## src/rtl/layer9_train_ctrl_pkg.sv

```systemverilog
// Shared types and constants for the 9-class layer training controller.
package layer9_train_ctrl_pkg;

  localparam int unsigned NCLASS = 9;
  localparam int unsigned IDX_W  = 4;
  localparam int unsigned FRAC_W = 8;
  localparam int unsigned CNT_W  = 4;

  localparam logic [IDX_W-1:0] IDX_MAX = IDX_W'(NCLASS - 1);

  // Fraction bits alone, and the 0..1 value with one integer bit so 1.0 is exact
  typedef logic [FRAC_W-1:0] frac_t;
  typedef logic [FRAC_W:0]   zero2one_t;

  localparam zero2one_t Z2O_ZERO = '0;
  localparam zero2one_t Z2O_ONE  = {1'b1, frac_t'(0)};

  typedef enum logic [2:0] {
    ST_IDLE,
    ST_SETTLE,
    ST_SCAN,
    ST_LEARN,
    ST_DONE
  } state_t;

endpackage

```

## src/rtl/argmax_serial9.sv

```systemverilog
// Serial argmax over NCLASS values, one per enabled cycle; ties keep the lowest index.
module argmax_serial9
  import layer9_train_ctrl_pkg::*;
(
  input  logic             clock,
  input  logic             rst_n,
  input  logic             en,
  input  zero2one_t        data,
  output logic [IDX_W-1:0] idx,
  output logic             last_c,
  output logic [IDX_W-1:0] result_c
);

  zero2one_t        max_q;
  logic [IDX_W-1:0] best_q;
  logic             take_c;

  // Index 0 always loads; afterwards only a strictly larger value replaces the max
  assign take_c   = (idx == '0) || (data > max_q);
  assign last_c   = (idx == IDX_MAX);
  // Includes the value being compared this cycle so the final winner is usable on the last edge
  assign result_c = (en && take_c) ? idx : best_q;

  // Index counter and running max / winner registers
  always_ff @(posedge clock or negedge rst_n) begin
    if (!rst_n) begin
      idx    <= '0;
      max_q  <= Z2O_ZERO;
      best_q <= '0;
    end else if (en) begin
      if (take_c) begin
        max_q  <= data;
        best_q <= idx;
      end
      idx <= last_c ? '0 : idx + 1'b1;
    end
  end

endmodule

```

## src/rtl/layer9_train_ctrl.sv

```systemverilog
// Sequences a 9-neuron layer: settle, serial argmax, optional learn pulse, result pulse.
// Optional misclassification counter enabled by defining LAYER9_TRAIN_ERR_CNT_EN.
module layer9_train_ctrl
  import layer9_train_ctrl_pkg::*;
#(
  parameter int unsigned SETTLE = 2,
  parameter int unsigned ERRW   = 16
) (
  input  logic             clock,
  input  logic             reset_n,
  input  logic             start,
  input  logic [IDX_W-1:0] label,
  input  logic             train,
  output logic             ready,
  output logic             layer_valid,
  output logic             layer_learn,
  input  zero2one_t        layer_out [NCLASS],
  output zero2one_t        expected_out [NCLASS],
  output logic [IDX_W-1:0] pred,
  output logic             pred_valid,
  output logic             correct
`ifdef LAYER9_TRAIN_ERR_CNT_EN
  ,
  output logic [ERRW-1:0]  err_count
`endif
);

  if (SETTLE < 1 || SETTLE > 15 || ERRW < 1) begin : g_param_check
    $error("layer9_train_ctrl: SETTLE must be 1..15 and ERRW at least 1");
  end

  logic [1:0]       rst_sync;
  logic             rst_int_n;
  state_t           state;
  logic [CNT_W-1:0] settle_cnt;
  logic [IDX_W-1:0] label_q;
  logic             train_q;
  logic [IDX_W-1:0] scan_idx;
  logic             scan_last_c;
  logic [IDX_W-1:0] result_c;
  logic             scan_en_c;
  logic             label_ok_c;
  logic             hit_c;
  zero2one_t        scan_data_c;

  // Assert asynchronously, release two edges after reset_n rises
  always_ff @(posedge clock or negedge reset_n) begin
    if (!reset_n) begin
      rst_sync <= '0;
    end else begin
      rst_sync <= {rst_sync[0], 1'b1};
    end
  end

  assign rst_int_n   = rst_sync[1];
  assign scan_en_c   = (state == ST_SCAN);
  assign scan_data_c = layer_out[scan_idx];
  assign label_ok_c  = (label_q <= IDX_MAX);
  assign hit_c       = label_ok_c && (result_c == label_q);

  argmax_serial9 u_argmax (
    .clock    (clock),
    .rst_n    (rst_int_n),
    .en       (scan_en_c),
    .data     (scan_data_c),
    .idx      (scan_idx),
    .last_c   (scan_last_c),
    .result_c (result_c)
  );

  // Transaction FSM with all outputs registered
  always_ff @(posedge clock or negedge rst_int_n) begin
    if (!rst_int_n) begin
      state       <= ST_IDLE;
      ready       <= 1'b1;
      layer_valid <= 1'b0;
      layer_learn <= 1'b0;
      pred_valid  <= 1'b0;
      correct     <= 1'b0;
      pred        <= '0;
      settle_cnt  <= '0;
      label_q     <= '0;
      train_q     <= 1'b0;
      for (int i = 0; i < NCLASS; i++) expected_out[i] <= Z2O_ZERO;
    end else begin
      layer_learn <= 1'b0;
      pred_valid  <= 1'b0;
      correct     <= 1'b0;
      for (int i = 0; i < NCLASS; i++) expected_out[i] <= Z2O_ZERO;
      case (state)
        ST_IDLE: begin
          if (start) begin
            state       <= ST_SETTLE;
            ready       <= 1'b0;
            layer_valid <= 1'b1;
            label_q     <= label;
            train_q     <= train;
            settle_cnt  <= CNT_W'(SETTLE - 1);
          end
        end
        ST_SETTLE: begin
          if (settle_cnt == '0) begin
            state <= ST_SCAN;
          end else begin
            settle_cnt <= settle_cnt - 1'b1;
          end
        end
        ST_SCAN: begin
          if (scan_last_c) begin
            layer_valid <= 1'b0;
            if (train_q && label_ok_c) begin
              state       <= ST_LEARN;
              layer_learn <= 1'b1;
              for (int i = 0; i < NCLASS; i++) begin
                if (IDX_W'(i) == label_q) expected_out[i] <= Z2O_ONE;
              end
            end else begin
              state      <= ST_DONE;
              pred_valid <= 1'b1;
              pred       <= result_c;
              correct    <= hit_c;
            end
          end
        end
        ST_LEARN: begin
          state      <= ST_DONE;
          pred_valid <= 1'b1;
          pred       <= result_c;
          correct    <= hit_c;
        end
        ST_DONE: begin
          state <= ST_IDLE;
          ready <= 1'b1;
        end
        default: begin
          state <= ST_IDLE;
          ready <= 1'b1;
        end
      endcase
    end
  end

`ifdef LAYER9_TRAIN_ERR_CNT_EN
  // Saturating count of results reported with correct low
  always_ff @(posedge clock or negedge rst_int_n) begin
    if (!rst_int_n) begin
      err_count <= '0;
    end else if (state == ST_DONE && !correct && err_count != '1) begin
      err_count <= err_count + 1'b1;
    end
  end
`endif

endmodule

```

## config.mk

```make
export PLATFORM = sky130hd
export DESIGN_NAME = layer9_train_ctrl
export DESIGN_NICKNAME = d
export VERILOG_FILES = /design/src/rtl/layer9_train_ctrl_pkg.sv /design/src/rtl/argmax_serial9.sv /design/src/rtl/layer9_train_ctrl.sv
export SDC_FILE = /design/constraint.sdc
export NUM_CORES = 1
export LEC_CHECK = 0
export BUFFER_PORTS_ARGS = -buffer_cell sky130_fd_sc_hd__buf_2
export CORE_MARGIN = 2
export CORE_UTILIZATION = 39
export DETAILED_ROUTE_END_ITERATION = 16
export PLACE_DENSITY = 0.73
export SLEW_MARGIN = 40
export SYNTH_ARGS = -nofsm -noshare
export SYNTH_HDL_FRONTEND = slang
export SYNTH_HIERARCHICAL = 1
export SYNTH_SLANG_ARGS = --single-unit
```

## constraint.sdc

```tcl
create_clock -name clock -period 1.35 [get_ports clock]
set_input_delay 0.27 -clock clock [delete_from_list [all_inputs] [get_ports clock]]
set_output_delay 0.27 -clock clock [all_outputs]
set_load 0.01 [all_outputs]
```

==> results of run 1 <==
[sequential cells by signal, indices dropped and copies added (netlist names)]
name and cells:
rst_sync 2, correct 1, train_q 1, u_argmax/idx 4, label_q 4, pred 4, layer_valid 1, u_argmax/max_q 9
layer_learn 1, ready 1, pred_valid 1, u_argmax/best_q 4, settle_cnt 4, expected_out 9, state 3
[per-layer routing]
| metal | vias up | wire [um] | share of wire (%) |
|---|---|---|---|
| li1 | 1405 | - | - |
| met1 | 1454 | 3530 | 40 |
| met2 | 83 | 4810 | 55 |
| met5 | - | 0 | 0 |
| met3 | 8 | 389 | 4.4 |
| met4 | 0 | 55 | 0.63 |
[kinds of logic after synthesis]
kind of cell / Yosys count / share of synthesized area, %
compound gates: 49 / 9.88
xor+xnor: 5 / 1.21
fa+ha+maj: 12 / 4.16
buf+inv: 101 / 19.5
flops: 49 / 34.0
mux: 49 / 20.0
other cells: 2 / 0.208
simple gates: 79 / 11.1
[power groups by stage]
stage	registers [W]	clock network [W]	logic [W]
6_report	0.00237	0.000935	0.00696
5_1_grt	0.00242	0.00102	0.00752
4_1_cts	0.00236	0.000950	0.00629
3_5_place_dp	0.00233	0	0.00547
3_3_place_gp	0.00231	0	0.00526
2_1_floorplan	0.00240	0	0.00367
[per-stage QoR]
| step | worst slack (ns) | power [W] | hold WS [ns] |
|---|---|---|---|
| 2_1_floorplan | -1.95 | 0.00607 | -0.0256 |
| 3_3_place_gp | -1.82 | 0.00757 | 0.0550 |
| 3_5_place_dp | -1.96 | 0.00780 | 0.0603 |
| 4_1_cts | -1.94 | 0.00961 | 0.181 |
| 5_1_grt | -2.05 | 0.0110 | 0.194 |
| 6_report | -1.97 | 0.0103 | 0.195 |
[final timing paths]
path | startpoint | end | slack, ns | depth (start not counted)
max in group asynchronous | rst_sync[1] | u_argmax/idx[0] | 0.57 | 1
worst min register to register | rst_sync[1] | u_argmax/best_q[2] | 0.21 | 0
worst min-delay path | label[2] | label_q[2] | 0.19 | 2
worst max register to register | u_argmax/idx[0] | correct | -1.97 | 14
worst max-delay path | u_argmax/idx[0] | correct | -1.97 | 14
min in group asynchronous | rst_sync[1] | u_argmax/best_q[2] | 0.21 | 0
[final cells by class]
cell class	count	area [sq um]	area share [%]
multi-input combinational	267	2200	44.5
sequential	49	1230	24.9
timing repair buffer	176	1200	24.3
tap	111	139	2.81
inverter	17	76.3	1.54
clock buffer	5	68.8	1.39
clock inverter	3	28.8	0.582
[cell usage in the layout (no fill, tap or decap), types with 4 or more instances in the layout]
| cell | Yosys | final |
|---|---|---|
| buf_2 | 3 | 106 |
| conb_1 | 2 | 73 |
| dfrtp_1 | 48 | 45 |
| buf_4 | 73 | 45 |
| nand2_1 | 24 | 20 |
| mux2_4 | 14 | 20 |
| mux2_2 | 18 | 18 |
| buf_6 | 4 | 18 |
| nor2_1 | 25 | 12 |
| inv_1 | 16 | 10 |
| nor2_2 | 1 | 9 |
| o22ai_1 | 11 | 9 |
| ha_1 | 12 | 9 |
| mux4_2 | 5 | 6 |
| o21ai_0 | 11 | 6 |
| nor2_4 | 0 | 5 |
| o31ai_1 | 9 | 5 |
| nand3_1 | 7 | 5 |
| xor2_1 | 5 | 5 |
| clkbuf_8 | 0 | 5 |
| inv_2 | 1 | 4 |
| nand4_1 | 4 | 4 |
| o21ai_1 | 1 | 4 |
| buf_12 | 1 | 4 |
[timing repair]
item | 4_1_cts | 5_1_grt
gates cloned | 1 | 0
gates resized for setup | 50 | 43
hold buffers | 1 | 0
buffers inserted | 11 | 9
pin swaps | 7 | 21
setup endpoints to repair | 46 | 45
hold endpoints to repair | 2 | 0
==> out/metrics.csv, run 1 <==
stage;metric;value;unit
power_and_ir_drop;total_leakage_power;2.50;nW
synthesis;postSynthAreaPerCell;10.4;sq um
routing;routed_wl;8.78;mm
worst_setup_path;cp.buffers_inverters;2;
worst_setup_path;critPathKind;flop to flop;
synthesis;yosysWarningCount;6;
power_and_ir_drop;p_comb_share;67.8;%
power_and_ir_drop;p_sw;0.00420;W
die;initial_core_util;39.6;%
sta;clock-skew-final;0.0143;ns
global_routing;met2_usage;30.1;%
routing;drcViolationCount;0;
die;die_w;100;um
worst_setup_path;critical_path_arrival;3.57;ns
synthesis;yosysMostFrequentCell;buf_4;
clock_network;clockBufferDepth;2;
worst_setup_path;endpoint_kind;flop;
finish;layout.nets;617;
sta;min_period_over_period;246;%
power_and_ir_drop;p_int;0.00607;W
clock_network;cts.clk_slew.worst_paths;0.11;ns
finish;utilization;54.3;%
synthesis;netlist_instances;346;
worst_setup_path;crit_chain;clkbuf_16 > buf_6 > mux4_2 > nor2_4 > o31ai_4 > ha_4 > nand4_1 > nor3_2 > a21oi_2 > o221a_4 > mux2_4 > xor2_1 > nor3_1 > and3_1;
sta;clock.fmax;302;MHz
routing;route.detailed.wl_per_inst;14.0;um
clock_network;cts_root_buffer;clkbuf_8;
sta;maxSlewViolCount;0;
synthesis;syn_area;0.00361;sq mm
global_routing;use_met1;18.4;%
run;drv_cap;0;
global_routing;grt.total_usage;15.7;%
clock_network;cts_buffers;5;
synthesis;ys_seq_area_share;34.0;%
global_routing;busiest_layer;met2;
global_routing;antenna_found_initial;0;
routing;via_per_inst;4.70;
worst_hold_path;min_path_type;input port to flop;
worst_setup_path;critPathRequiredTime;1.61;ns
die;core_area;0.00911;sq mm
place;placed_cell_area;0.00436;sq mm
clock_network;numClockSinks;49;
power_and_ir_drop;power_frac_seq;23.1;%
global_routing;overflow;0;
die;die_height;100;um
power_and_ir_drop;cellPowerDensity;2080;mW/mm^2
power_and_ir_drop;sw_frac_of_total;40.9;%
worst_setup_path;crit_fanout;8;
sta;hold_viol_final;0;
outcome;violations;negative setup slack;
synthesis;synthArstFlopShare;100;%
die;dieArea;0.0100;sq mm
clock_network;clk_latency;0.31;ns
sta;rsz0062_at_grt;yes;
synthesis;synth.distinct_cells;49;
die;core.rowCount;35;
synthesis;yosys.area.top_type;dfrtp_1;
global_routing;grt_max_degree;20;
synthesis;synth_top_area_share;33.3;%
place;place_congestion;0.903;
place;place_inst;602;
routing;drt-initial-drc-count;146;
place;port_buffers;106;
finish;drive_gt1_share;54.7;%
die;io_pins;179;
routing;first_pass_iters;4;
synthesis;yosys-top-cells-area;dfrtp_1, buf_4, mux2_4;
clock_network;htreeDepth;2;
synthesis;synth-edff-count;0;
clock_network;cts_tree;yes;
sta;finalSetupTns;-43.32;ns
finish;stdcell_area;0.00494;sq mm
synthesis;synthFlopType;dfrtp_1;
synthesis;synthTopCellsByCount;buf_4, dfrtp_1, nor2_1;
finish;nFillCells;786;
power_and_ir_drop;peakVddDrop;1060;uV
sta;worst_slack;-1.97;ns
routing;postRouteAntennaNets;0;
global_routing;grt_pass1_vias;2877;
finish;num_antenna_cells;0;
routing;via_count;2950;
finish;final_cells;628;
worst_setup_path;critPathSlowestCell;mux4_2;
place;hpwlAfterDp;6.56;mm
sta;setup_violations;46;
global_routing;met3_usage;2.86;%
synthesis;ys_ff_latch;49;
worst_setup_path;slowest_delay;0.52;ns
worst_setup_path;start_kind;flop;
outcome;outcome;finished, violations left;
power_and_ir_drop;clkPwrFrac;9.1;%
worst_setup_path;cp_top_family;multiplexers;
sta;min_period;3.32;ns
global_routing;grt_pass1_wl;12.9;mm
finish;area.growth.synth_to_final;37.0;%
(Power assumes the default switching activity.)
==> run 2, diff against run 1 <==
RECOVER_POWER = 25   (was unset)
==> run 2 against run 1 <==
Global-route usage stayed put; the flow still finishes with violations (negative setup slack); first-iteration DRC count is 0.68% lower; via count hardly changed; combinational power hardly changed; clock power hardly changed; largest power group unchanged; sequential share of layout area hardly changed; worst setup slack hardly changed; clock skew stayed put; fmax hardly changed; total power hardly changed; critical path depth stayed put; register-to-register slack hardly changed.
==> out/metrics.csv, run 2 (synthesis results as in run 1) <==
stage;metric;value;unit
outcome;outcome;finished, violations left;
outcome;violations;negative setup slack;
clock_network;cts.clk_slew.worst_paths;0.11;ns
worst_setup_path;critPathKind;flop to flop;
global_routing;grt_pass1_vias;2877;
global_routing;grt_max_degree;20;
finish;drive_gt1_share;54.5;%
routing;via_count;2948;
worst_setup_path;crit_path_end;correct;
sta;setup_violations;46;
worst_setup_path;r2r_setup_slack;-1.97;ns
place;place_inst;602;
worst_setup_path;reg2reg_from;u_argmax/idx[0];
sta;min_period_over_period;246;%
global_routing;grt.total_usage;15.7;%
sta;maxSlewViolCount;0;
finish;nFillCells;786;
routing;postRouteAntennaNets;0;
global_routing;grt_pass1_wl;12.9;mm
worst_setup_path;reg2reg_depth;14;
finish;utilization;54.3;%
global_routing;antenna_found_initial;0;
power_and_ir_drop;cellPowerDensity;2080;mW/mm^2
routing;route.detailed.wl_per_inst;14.0;um
routing;drt-initial-drc-count;145;
die;core.rowCount;35;
sta;min_period;3.32;ns
worst_setup_path;crit_fanout;8;
sta;worst_slack;-1.97;ns
finish;final_cells;628;
die;initial_core_util;39.6;%
sta;rsz0062_at_grt;yes;
place;hpwlAfterDp;6.56;mm
die;dieArea;0.0100;sq mm
place;place_congestion;0.903;
sta;clock.fmax;302;MHz
power_and_ir_drop;total_leakage_power;2.50;nW
routing;via_per_inst;4.69;
clock_network;cts_buffers;5;
clock_network;cts_root_buffer;clkbuf_8;
sta;hold_viol_final;0;
worst_setup_path;endpoint_kind;flop;
routing;routed_wl;8.78;mm
die;die_height;100;um
finish;multi_input_area;0.00220;sq mm
clock_network;cts_tree;yes;
finish;area.growth.synth_to_final;36.9;%
die;die_w;100;um
worst_setup_path;critical_path_arrival;3.57;ns
place;port_buffers;106;
worst_setup_path;r2r-end;correct;
finish;num_antenna_cells;0;
routing;first_pass_iters;4;
worst_setup_path;start_kind;flop;
finish;final_cell_mix;buf_2, conb_1, dfrtp_1, buf_4;
die;core_area;0.00911;sq mm
clock_network;clk_latency;0.31;ns
finish;layout.nets;617;
sta;clock-skew-final;0.0143;ns
finish;reg.largest.list;expected_out x9, u_argmax/max_q x9;
clock_network;htreeDepth;2;
finish;final_common_cell;buf_2;
global_routing;overflow;0;
die;io_pins;179;
worst_setup_path;critPathRequiredTime;1.61;ns
run;drv_cap;0;
power_and_ir_drop;peakVddDrop;1060;uV
clock_network;clockBufferDepth;2;
clock_network;numClockSinks;49;
finish;seqCellArea;0.00123;sq mm
worst_hold_path;min_path_type;input port to flop;
place;dp_slack;-1.96;ns
routing;drcViolationCount;0;
worst_setup_path;startpoint;u_argmax/idx[0];
run 2: cell types whose count changed in the layout (fill, tap and decap cells not counted):
cell      previous run  this run
clkbuf_1             0         1
buf_2              106       105
run 2: cell type report:
| cell class | instances | area share (%) |
|---|---|---|
| multi-input cells | 267 | 44.5 |
| clock buffers | 5 | 1.39 |
| repair buffers | 176 | 24.3 |
| clock inverters | 3 | 0.582 |
| well taps | 111 | 2.81 |
| flip-flops and latches | 49 | 24.9 |
| inverters | 17 | 1.54 |
run 2: routing by layer:
metal | global-route usage [%] | routed length, um | up-vias | share of wire (%)
met5 | 0 | 0 | - | 0
met4 | 2.74 | 55 | 0 | 0.63
met3 | 2.86 | 413 | 8 | 4.7
met2 | 30.1 | 4800 | 85 | 55
met1 | 18.4 | 3500 | 1450 | 40
li1 | - | - | 1405 | -
run 2: worst min path at each step:
stage | slack, ns | start | to | cells after the start
global route | 0.19 | label[1] | label_q[1] | 2
CTS | 0.18 | label[2] | label_q[2] | 2
detailed placement | 0.06 | reset_n | rst_sync[0] | 1
floorplan | -0.03 | reset_n | rst_sync[0] | 0
finish | 0.19 | label[2] | label_q[2] | 2
global placement | 0.05 | reset_n | rst_sync[0] | 1
run 2: where the power goes:
group          total, W  internal, W  switching (W)
Sequential      0.00237      0.00195       0.000421
Combinational   0.00696      0.00374        0.00322
Clock          0.000935     0.000388       0.000547
Total            0.0103      0.00607        0.00419
run 2: repair_timing:
action / CTS / global route
pin swaps: 7 / 21
hold endpoints to repair: 2 / 0
setup endpoints to repair: 46 / 45
hold buffers: 1 / 0
buffers inserted: 11 / 9
gates resized for setup: 50 / 43
cloned: 1 / 0
run 2: per-stage QoR:
step	TNS [ns]	area (sq um)	hold slack, ns	power [W]
finish	-43.31	4940	0.195	0.0103
floorplan	-29.86	3920	-0.0256	0.00607
detailed placement	-41.57	4360	0.0603	0.00780
global placement	-38.36	4360	0.0550	0.00757
CTS	-39.83	4720	0.181	0.00961
global route	-45.99	4940	0.194	0.0110
run 2: worst max-delay path, stage by stage, from the launching register on:
cell and delay, ns:
dfrtp_2 0.43, clkbuf_16 0.18, buf_6 0.09, mux4_2 0.52
nor2_4 0.15, o31ai_4 0.08, ha_4 0.28, nand4_1 0.12
nor3_2 0.23, a21oi_2 0.06, o221a_4 0.30, mux2_4 0.33
xor2_1 0.14, nor3_1 0.17, and3_1 0.18
==> run 3, diff against run 2 <==
CELL_PAD_IN_SITES_DETAIL_PLACEMENT = 0   (was unset)
CELL_PAD_IN_SITES_GLOBAL_PLACEMENT = 1   (was unset)
CORE_UTILIZATION = 31   (was 39)
PLACE_DENSITY = unset   (was 0.73)
PLACE_DENSITY_LB_ADDON = 0.1   (was unset)
==> run 3 against run 2 <==
The run still ends with negative setup slack left; register-to-register slack better by 0.11 ns; core utilization is 7.7 points lower; wire length increased by 7.8%; critical path depth shrank 2; clock power grew 61%; first-iteration DRC count shrank 47%; die area rose by 25%; non-clock buffer count is 11 higher; total power grew 15%; highest routed layer unchanged.
==> out/metrics.csv, run 3 (synthesis results as in run 1) <==
stage;metric;value;unit
clock_network;cts_root_buffer;clkbuf_16;
worst_setup_path;start_kind;flop;
power_and_ir_drop;peakVddDrop;1040;uV
place;dp_slack;-1.95;ns
power_and_ir_drop;total_leakage_power;2.62;nW
clock_network;cts_buffers;5;
routing;first_pass_iters;4;
sta;clock.fmax;312;MHz
worst_hold_path;min_from;train;
worst_hold_path;holdPathStages;2;
worst_setup_path;endpoint_kind;flop;
outcome;violations;negative setup slack;
clock_network;cts.clk_slew.worst_paths;0.07;ns
global_routing;grt_max_degree;48;
global_routing;grt_pass1_vias;2933;
finish;drive_gt1_share;59.7;%
finish;utilization;46.5;%
finish;final_common_cell;buf_2;
worst_hold_path;whs_endpoint;train_q;
sta;setup_violations;41;
sta;slew_headroom;55.6;%
worst_setup_path;critical_path_arrival;3.44;ns
run;drv_cap;0;
place;port_buffers;106;
finish;stdcell_area;0.00529;sq mm
worst_setup_path;crit_fanout;5;
place;placed_cell_area;0.00442;sq mm
die;io_pins;179;
sta;maxSlewViolCount;0;
die;core_area;0.0114;sq mm
clock_network;cts_tree;yes;
power_and_ir_drop;power;0.0118;W
worst_setup_path;critPathRequiredTime;1.58;ns
routing;route.detailed.wl_per_inst;14.1;um
sta;min_period;3.21;ns
sta;clock-skew-final;0.00793;ns
routing;routed_wl;9.46;mm
clock_network;htreeDepth;2;
clock_network;clockBufferDepth;2;
place;hpwlAfterDp;7.08;mm
outcome;outcome;finished, violations left;
routing;via_per_inst;4.39;
sta;finalSetupTns;-44.37;ns
routing;via_count;2943;
routing;drcViolationCount;0;
die;initial_core_util;31.7;%
die;core.rowCount;39;
global_routing;grt_pass1_wl;14.4;mm
worst_setup_path;r2r_setup_slack;-1.86;ns
sta;hold_viol_final;0;
worst_setup_path;reg2reg_from;u_argmax/idx[0];
sta;min_period_over_period;238;%
worst_setup_path;critPathKind;flop to flop;
worst_hold_path;min_path_type;input port to flop;
global_routing;antenna_found_initial;0;
finish;area.growth.synth_to_final;46.6;%
worst_setup_path;r2r-end;correct;
sta;worst_slew_pin_slew;0.667;ns
finish;final_cell_mix;buf_2, conb_1, buf_4;
clock_network;clk_latency;0.29;ns
global_routing;grt.total_usage;14.3;%
sta;worst_slack;-1.86;ns
sta;rsz0062_at_grt;yes;
die;die_height;112;um
die;dieArea;0.0125;sq mm
finish;reg.largest.list;expected_out x9, u_argmax/max_q x9;
die;die_w;112;um
worst_setup_path;reg2reg_depth;12;
finish;layout.nets;628;
finish;num_antenna_cells;0;
routing;drt-initial-drc-count;77;
power_and_ir_drop;cellPowerDensity;2230;mW/mm^2
routing;postRouteAntennaNets;0;
place;place_congestion;0.754;
global_routing;overflow;0;
clock_network;numClockSinks;49;
==> run 3: changes by cell type in the layout (fill, tap and decap cells not counted), moves of 5 or more <==
cell,change
buf_4,+9
nand2_1,-8
nand2_2,+6
clkbuf_16,+5
==> run 3: repair_timing <==
| item | 4_1_cts | 5_1_grt |
|---|---|---|
| hold endpoints to repair | 2 | 0 |
| endpoints found under the setup margin | 46 | 46 |
| pin swaps | 13 | 21 |
| buffers inserted | 14 | 9 |
| gates resized for setup | 54 | 66 |
| hold buffers | 1 | 0 |
| gates cloned | 0 | 2 |
==> run 3: power by group <==
part / switching (W) / internal, W
clock network: 0.000572 / 0.000938
logic: 0.00354 / 0.00435
registers: 0.000432 / 0.00195
total: 0.00455 / 0.00723
==> run 3: final cells by class <==
type                       count  area [sq um]
clock buffer                   6           139
timing repair buffer         187          1270
sequential                    49          1230
multi-input combinational    267          2360
clock inverter                 2          41.3
tap                          143           179
fill                        1108          6080
inverter                      17          68.8
==> run 3: routing by layer <==
metal / wire (um) / up-vias / track usage [%]
li1: - / 1432 / -
met1: 3830 / 1426 / 17.2
met2: 5080 / 76 / 26.3
met3: 418 / 9 / 2.99
met4: 130 / 0 / 3.21
met5: 0 / - / 0
==> run 3: worst max-delay path by stage <==
stage / cells after the start / end / from / slack [ns]
2_1_floorplan: 15 / correct / u_argmax/idx[0] / -1.95
3_3_place_gp: 14 / correct / u_argmax/idx[0] / -1.91
3_5_place_dp: 14 / correct / u_argmax/idx[0] / -1.95
4_1_cts: 13 / correct / u_argmax/idx[0] / -1.87
5_1_grt: 14 / correct / u_argmax/idx[0] / -2.06
6_report: 12 / correct / u_argmax/idx[0] / -1.86
==> run 3: through the flow <==
| stage | instances | hold slack (ns) |
|---|---|---|
| floorplan | 417 | -0.0256 |
| global placement | 637 | 0.0567 |
| detailed placement | 637 | 0.0598 |
| CTS | 660 | 0.178 |
| global route | 671 | 0.201 |
| finish | 671 | 0.202 |
==> run 3: critical path, stage by stage (launching register included) <==
cell      delay [ns]
dfrtp_2         0.45
mux4_1          0.62
nor2_4          0.16
o31ai_4         0.09
ha_1            0.34
nand3_2         0.11
o21bai_4        0.19
a21oi_2         0.14
o221a_4         0.26
mux2_4          0.32
xor2_1          0.14
nor3_1          0.14
and3_1          0.17
